$ cat src/rtl/delay_arbiter.sv
// Round-robin arbiter sharing one delay counter among NREQ requesters.
// Optional macro DELAY_ARB_LEN_EN adds a per-grant len input that replaces DELAY.
module delay_arbiter #(
  parameter int NREQ  = 4,
  parameter int CBITS = 15,
  parameter int DELAY = 22500
) (
  input  logic             clk,
  input  logic             rst,
  input  logic [NREQ-1:0]  req,
`ifdef DELAY_ARB_LEN_EN
  input  logic [CBITS-1:0] len,
`endif
  output logic [NREQ-1:0]  gnt,
  output logic [NREQ-1:0]  done,
  output logic             abort,
  output logic             busy,
  output logic [CBITS-1:0] cnt
);

  localparam int PTRW = $clog2(NREQ);

  if (DELAY == 0 || DELAY >= (64'd1 << CBITS)) begin : g_bad_delay
    $error("delay_arbiter: DELAY must be in 1 .. 2**CBITS-1");
  end
  if (NREQ < 2 || NREQ > 8) begin : g_bad_nreq
    $error("delay_arbiter: NREQ must be in 2 .. 8");
  end

  typedef enum logic [1:0] {
    ST_IDLE,
    ST_COUNT,
    ST_DONE
  } state_t;

  state_t           state_q, state_d;
  logic [NREQ-1:0]  gnt_q, gnt_d;
  logic [NREQ-1:0]  done_q, done_d;
  logic             abort_q, abort_d;
  logic             busy_q, busy_d;
  logic [CBITS-1:0] cnt_q, cnt_d;
  logic [PTRW-1:0]  rr_ptr_q, rr_ptr_d;
  logic [PTRW-1:0]  owner_q, owner_d;
  logic [CBITS-1:0] term_cnt;

`ifdef DELAY_ARB_LEN_EN
  logic [CBITS-1:0] term_q, term_d;
  assign term_cnt = term_q;
`else
  assign term_cnt = CBITS'(DELAY);
`endif

  // Rotate requests so bit 0 is the rr_ptr requester, then take the lowest set bit.
  logic [2*NREQ-1:0] req_dbl;
  logic [NREQ-1:0]   req_rot;
  logic [NREQ-1:0]   first_hot;
  logic [PTRW-1:0]   win_off;
  logic [PTRW:0]     win_sum;
  logic [PTRW-1:0]   win_idx;
  logic [PTRW-1:0]   owner_next;
  logic              owner_req;

  assign req_dbl   = {req, req};
  assign req_rot   = req_dbl[NREQ-1:0] >> rr_ptr_q | req_dbl[2*NREQ-1:NREQ] << (NREQ - int'(rr_ptr_q));
  assign first_hot = req_rot & (~req_rot + NREQ'(1));

  always_comb begin
    win_off = '0;
    for (int i = 0; i < NREQ; i++) begin
      if (first_hot[i]) win_off = PTRW'(i);
    end
  end

  always_comb begin
    win_sum = {1'b0, rr_ptr_q} + {1'b0, win_off};
    if (win_sum >= (PTRW+1)'(NREQ)) win_sum = win_sum - (PTRW+1)'(NREQ);
  end

  assign win_idx    = win_sum[PTRW-1:0];
  assign owner_next = (owner_q == PTRW'(NREQ-1)) ? '0 : owner_q + PTRW'(1);
  assign owner_req  = |(req & gnt_q);

  always_comb begin
    state_d  = state_q;
    gnt_d    = gnt_q;
    done_d   = '0;
    abort_d  = 1'b0;
    busy_d   = busy_q;
    cnt_d    = cnt_q;
    rr_ptr_d = rr_ptr_q;
    owner_d  = owner_q;
`ifdef DELAY_ARB_LEN_EN
    term_d   = term_q;
`endif
    case (state_q)
      ST_IDLE: begin
        gnt_d  = '0;
        busy_d = 1'b0;
        cnt_d  = '0;
        if (|req) begin
          state_d = ST_COUNT;
          gnt_d   = NREQ'(1) << win_idx;
          busy_d  = 1'b1;
          owner_d = win_idx;
`ifdef DELAY_ARB_LEN_EN
          term_d  = len;
`endif
        end
      end
      ST_COUNT: begin
        // An owner drop wins over expiry on the same edge.
        if (!owner_req) begin
          state_d  = ST_IDLE;
          gnt_d    = '0;
          cnt_d    = '0;
          busy_d   = 1'b0;
          abort_d  = 1'b1;
          rr_ptr_d = owner_next;
        end else if (cnt_q == term_cnt) begin
          state_d = ST_DONE;
          done_d  = gnt_q;
        end else begin
          cnt_d = cnt_q + CBITS'(1);
        end
      end
      ST_DONE: begin
        state_d  = ST_IDLE;
        gnt_d    = '0;
        cnt_d    = '0;
        busy_d   = 1'b0;
        rr_ptr_d = owner_next;
      end
      default: begin
        state_d = ST_IDLE;
        gnt_d   = '0;
        cnt_d   = '0;
        busy_d  = 1'b0;
      end
    endcase
  end

  always_ff @(posedge clk) begin
    if (rst) begin
      state_q  <= ST_IDLE;
      gnt_q    <= '0;
      done_q   <= '0;
      abort_q  <= 1'b0;
      busy_q   <= 1'b0;
      cnt_q    <= '0;
      rr_ptr_q <= '0;
      owner_q  <= '0;
`ifdef DELAY_ARB_LEN_EN
      term_q   <= '0;
`endif
    end else begin
      state_q  <= state_d;
      gnt_q    <= gnt_d;
      done_q   <= done_d;
      abort_q  <= abort_d;
      busy_q   <= busy_d;
      cnt_q    <= cnt_d;
      rr_ptr_q <= rr_ptr_d;
      owner_q  <= owner_d;
`ifdef DELAY_ARB_LEN_EN
      term_q   <= term_d;
`endif
    end
  end

  assign gnt   = gnt_q;
  assign done  = done_q;
  assign abort = abort_q;
  assign busy  = busy_q;
  assign cnt   = cnt_q;

endmodule

$ cat config.mk
export PLATFORM = sky130hd
export DESIGN_NAME = delay_arbiter
export DESIGN_NICKNAME = d
export VERILOG_FILES = /design/src/rtl/delay_arbiter.sv
export SDC_FILE = /design/constraint.sdc
export NUM_CORES = 1
export LEC_CHECK = 0
export CAP_MARGIN = 0
export CORE_MARGIN = 8
export CORE_UTILIZATION = 33
export DETAILED_ROUTE_END_ITERATION = 10
export GPL_TIMING_DRIVEN = 0
export SYNTH_ARGS = -nofsm -noshare
export SYNTH_HDL_FRONTEND = slang
export SYNTH_SLANG_ARGS = --single-unit
$ cat constraint.sdc
create_clock -name clk -period 3.9 [get_ports clk]
set_input_delay 0.78 -clock clk [delete_from_list [all_inputs] [get_ports clk]]
set_output_delay 0.78 -clock clk [all_outputs]
set_load 0.01 [all_outputs]
# [Yosys cells after proc, flatten, opt, wreduce, memory -nomap -nowiden]
# Index checks and enable logic that the tools add are counted.
[word_totals] reg_bits=31 latch_bits=0 ramBits=0 rom_bits=0 in_bits=6 word_cells=60 n_memories=0
[op_classes] addsub=6 n_mul=0 div=0 order_cmp=1 eq_ne=7 shifts=3 mux=18 bitwise=7 n_reduce_logical=10
[op_table] cell="<< shifter 4 x 32 -> 4 bit" n=1
[op_table] cell="two-way mux 2 bit" n=8
[op_table] cell="adder 15 x 1 -> 15 bit (second input constant)" n=1
[op_table] cell="== test 15 bit (second input constant)" n=1
[op_table] cell="OR reduction 4 bit" n=3
[op_table] cell="AND 4 bit" n=2
[op_table] cell="two-way mux 4 bit" n=2
[op_table] cell="case mux 2 bit (2 select lines)" n=2
[op_table] cell="case mux 4 bit (2 select lines)" n=1
[op_table] cell="AND reduction 2 bit" n=3
[op_table] cell="adder 4 x 1 -> 4 bit (second input constant)" n=1
[op_table] cell="== test 2 bit (second input constant)" n=2
[op_table] cell="two-way mux 1 bit" n=4
[op_table] cell="!= test 2 bit (second input constant)" n=2
[op_table] cell="NOT 4 bit" n=1
[op_table] cell="bitwise OR 4 bit" n=1
[op_table] cell="<< shifter 1 x 2 -> 4 bit (first input constant)" n=1
[op_table] cell="right shift 4 x 2 -> 4 bit" n=1
[op_table] cell="subtractor 3 x 2 -> 4 bit (first input constant)" n=1
[op_table] cell="adder 2 x 2 -> 3 bit" n=1
[op_table] cell="greater-or-equal comparator 3 bit (second input constant)" n=1
[op_table] cell="!= test 3 bit (second input constant)" n=1
[op_table] cell="NOT 1 bit" n=3
[op_table] cell="OR reduction 3 bit" n=1
[op_table] cell="7 further kinds" n=7

# [Logic depth before layout (Yosys ltp)]
[logic_depth] depth_word=15 ltp_mapped=13 mapped_depth_nobuf=12

# [Worst setup path after synthesis]
# No wires, ideal clock.
[synth_timing] kind="reg2reg" from="register rr_ptr_q[1]" to="register owner_q[1]" setup_ns=0.062 arrival_time_ns=2.943 required_ns=3.838 setup_slack_ns=0.896 stages_incl_launch_ff=13 n_path_buf=1 cell_sequence="dfxtp_1 clkbuf_1 inv_1 ha_1 mux2_2 a21oi_1 o21ai_0 or3_1 a211oi_1 ha_1 xor2_1 or4_1 nand3_1"
[synth_between] elab_chain_len=12
[synth_rtl] element="start: declaration" line_no="42" source="logic [PTRW-1:0] rr_ptr_q, rr_ptr_d;"
[synth_rtl] element="start signal: assignment" line_no="162" source="rr_ptr_q <= rr_ptr_d;"
[synth_rtl] element="subtractor 3 x 2 -> 4 bit" line_no="64" source="assign req_rot = req_dbl[NREQ-1:0] >> rr_ptr_q | req_dbl[2*NREQ-1:NREQ] << (NREQ - int'(rr_ptr_q));"
[synth_rtl] element="<< shifter 4 x 32 -> 4 bit" line_no="64"
[synth_rtl] element="bitwise OR 4 bit" line_no="64"
[synth_rtl] element="NOT 4 bit" line_no="65" source="assign first_hot = req_rot & (~req_rot + NREQ'(1));"
[synth_rtl] element="adder 4 x 1 -> 4 bit" line_no="65"
[synth_rtl] element="AND 4 bit" line_no="65"
[synth_rtl] element="two-way mux 1 bit" line_no="70" source="if (first_hot[i]) win_off = PTRW'(i);"
[synth_rtl] element="two-way mux 2 bit (2 in series)" line_no="70"
[synth_rtl] element="adder 2 x 2 -> 3 bit *" line_no="75" source="win_sum = {1'b0, rr_ptr_q} + {1'b0, win_off};"
[synth_rtl] element="greater-or-equal comparator 3 bit or subtractor 2 x 1 -> 2 bit (tied branches)" line_no="76" source="if (win_sum >= (PTRW+1)'(NREQ)) win_sum = win_sum - (PTRW+1)'(NREQ);"
[synth_rtl] element="two-way mux 2 bit *" line_no="76"
[synth_rtl] element="end signal: assignment" line_no="163" source="owner_q <= owner_d;"
[synth_rtl] element="end: declaration" line_no="43" source="logic [PTRW-1:0] owner_q, owner_d;"
# Mark *: on every way between the ends. The rest lies on a longest branch, timed or not.
# A chain may end at the register's enable or synchronous reset.

# [Final worst setup path]
# Ends and elaborated chain as after synthesis.

==> out/summary.md <==
The run finished with clean final reports. Sorting the synthesized cells by area gives the leading types as sky130_fd_sc_hd__dfxtp_1, sky130_fd_sc_hd__xnor2_1, sky130_fd_sc_hd__nor2_1. Cells with a size suffix above 1 make up 7.52% of the layout.

At the later pin of the worst-skew pair, clock insertion delay measures 0.28 ns. The tools report the via count of the first global-routing pass as 1329. During synthesis, Yosys emitted a total of 0 warnings. Of the available clock period, the critical path in the final layout requires 85.7%.

The H-tree level count was 2. By count the netlist is led by sky130_fd_sc_hd__dfxtp_1, sky130_fd_sc_hd__nor2_1, sky130_fd_sc_hd__nand2_1. In the synthesized netlist the async set-or-reset flop fraction comes to 0%. Among all cell types in the netlist, the one instantiated most often is sky130_fd_sc_hd__dfxtp_1. In this design, the critical path's most frequently occurring cell is sky130_fd_sc_hd__ha_1. STA puts the critical path data required time at 4.12 ns. The peak ir drop on the vdd network is 0.240 mV. The clock arrives with 0.00666 ns of skew. Of the total power, the share spent switching nets is 31.8%.

Combinational cells account for 34.1% of the total power. TritonCTS built the clock tree. The x dimension of the die came out at 85.9 µm. For this run, the top clock speed supported by timing is 299 MHz.

The synthesized area per cell is 8.59 µm², and the sequential fraction of design power is 35.5%. STA puts the critical path data arrival time at 3.56 ns. The top fanout value on the critical path came out at 7.

The worst setup path is launched from a register. The logs give 1610 µm² for the mapped cell area and 25 for the placement row count. Global routing used 10.3% of the available tracks. The tools report the number of antenna violations at the first check in global routing as 0. After detailed routing, the number of vias per cell comes to 4.79. The number of remaining DRC errors was 0. The path class of the tightest hold or removal check is register to register.

The kind of critical path is register to register. The unique cell type count in the Yosys netlist came out at 39. The type of element capturing the critical path was a register.

The number of synthesized register bits was 31. At the end of routability-driven placement, the weighted congestion stood at 0.806. Most instantiated flip-flop cell in the synthesis netlist: sky130_fd_sc_hd__dfxtp_1. Cell taking the most area after synthesis: sky130_fd_sc_hd__dfxtp_1. The proportion of power drawn by the clock network was 30.4%; the core box area was 4720 µm². The transition time of the tightest slew-check pin came out at 0.602 ns.

The share of the Yosys chip area taken by registers is 38.4%. The root cell of the clock tree was sky130_fd_sc_hd__clkbuf_8. The power density over cell area was 501 nW/µm²; the clock-pin transition on the worst setup and hold timing paths was 0.07 ns.

The tools report the post-CTS setup buffer count as 0. After the last flow step, the layout net total stands at 237. The die is 85.9 µm tall.

Synthesis produced a netlist with a net count of 200. The max-slew headroom at the worst pin is 59.5%, and the hold buffer count at cts is 0. Once the floorplan was initialized, standard cells occupied 34.2% of the core. The area growth from synthesis to layout is 31.1%. The die covers 7380 µm².

Setup repair after global routing left no endpoint under its margin. The final route contains 1404 vias. The power dissipated by switching net loads was 0.337 mW; the number of slew-limit violations in the final report was 0. Number of enable flip-flop cells after synthesis: 0. The count of instances resized after the clock tree is built is 0, and the depth of the most critical reg-to-reg path is 12. Walking the worst path, the cells encountered are clkbuf_1, inv_1, ha_1, mux2_2, a21oi_1, o21ai_0, or3_1, a211oi_1, ha_1, xor2_1, or4_1, nand3_1.

The logs give 6200 µm for the first-pass GRT wire length and 52 for the number of DRC violations after detailed-routing iteration 0. The cell count of the worst hold path works out to 2. The tool flagged a number of max-cap violations equal to 0. The logs give 0 for the remaining global-route overflow and 0 for the number of endpoints failing setup at the final stage.

Entering global routing, the biggest net connects 11 pins. The first TritonRoute pass finished after 4 iterations. Synthesis produced 188 cells. The accumulated negative setup slack was 0 ns; the cell leakage power was 0.735 nW. Proportion of netlist area held by the largest area contributor: 38.4%.

The number of antenna diodes in the final layout is 0. The final routed wirelength across all metal layers is 3600 µm, and the highest cell delay on the worst timing path is 0.41 ns. Cell internal power was estimated by the tool at 0.723 mW. On the critical path, the stage with the largest delay is an instance of sky130_fd_sc_hd__or4_1. The detailed placer's ending HPWL came out at 2760 µm. TritonCTS created 5 clock buffers. The filler cells instantiated in the layout total 477. The number of routed nets with antenna violations is 0, and the number of buffers inserted by port buffering is 30. Final hold analysis gives a worst-case slack of 0.457 ns.

The logs give 31 for the total number of clock tree sinks and 31 for the number of primary I/O pins. Counting I/O delays and the setup requirement, the final critical path takes 3.34 ns. The number of failing hold endpoints at the final stage came out at 0. The maximum number of buffers from clock root to sink is 2, and the routed wire length per instance is 12.3 µm.
routing by layer:
metal  track usage, %  vias to the layer above  wire length [µm]
met4             6.21                        0                79
li1                 -                      746                 -
met3             2.39                        7               160
met5                0                        -                 0
met1             13.1                      623              1850
met2             15.5                       28              1510
cell families after synthesis:
group / share of synthesized area, %
xor+xnor: 7.05
buf+inv: 2.56
simple gates: 32.2
mux: 5.74
fa+ha+maj: 4.65
compound gates: 9.38
flops: 38.4
area by class of cell:
cell class	instances	area, µm²	share of cell area (%)
buffer	4	22.5	1.06
clock buffer	6	82.6	3.90
clock inverter	2	35.0	1.66
inverter	5	18.8	0.887
multi-input combinational	148	952	45.0
sequential	31	621	29.3
tap	67	83.8	3.96
timing repair buffer	30	300	14.2
power groups by stage:
stage	clock network (mW)	registers [mW]	logic, mW
2_1_floorplan	0	0.387	0.256
3_3_place_gp	0	0.384	0.356
3_5_place_dp	0	0.383	0.361
4_1_cts	0.331	0.377	0.363
5_1_grt	0.346	0.382	0.409
6_report	0.323	0.377	0.361
worst max-delay path: cells and delay by family (launching register included):
kind,cells,cell delay [ns]
AOI/OAI and AO/OA,3,0.58
xor gates and xnor gates,1,0.11
adders and majority gates,2,0.63
buffers and inverters,2,0.48
DFF,1,0.31
muxes,1,0.35
and+or+nand+nor,3,0.83
state kept, by name, summed over array words and instances (netlist names):
signal,flops
done,4
busy,1
state_q,2
abort,1
gnt,4
cnt,15
rr_ptr_q,2
owner_q,2
path summary, 6_finish.rpt:
kind	from	to	slack (ns)
worst max register to register	rr_ptr_q[1]	owner_q[1]	0.56
worst max-delay path	rr_ptr_q[1]	owner_q[1]	0.56
worst min-delay path	busy	busy	0.46
worst min register to register	busy	busy	0.46
through the flow:
stage	utilization, %	std cells	worst slack [ns]	power [mW]	instance area (µm²)
finish	44.8	293	0.559	1.06	2120
global route	44.8	293	0.244	1.14	2120
CTS	44.8	293	0.540	1.07	2120
detailed placement	42.3	285	0.444	0.744	2000
global placement	42.3	285	0.472	0.739	2000
floorplan	-	188	0.896	0.643	1610
cell usage in the layout, fill, tap and decap left out, drive strengths merged, types with 5 or more instances in the layout:
| cell | instances |
|---|---|
| nand2 | 17 |
| mux2i | 7 |
| nor3 | 10 |
| inv | 5 |
| xnor2 | 10 |
| nor2 | 22 |
| clkdlybuf4s50 | 30 |
| o21ai | 9 |
| nand3 | 15 |
| ha | 6 |
| a21oi | 5 |
| and2 | 6 |
| clkbuf | 9 |
| dfxtp | 31 |
Power figures use the tool's default switching activity.
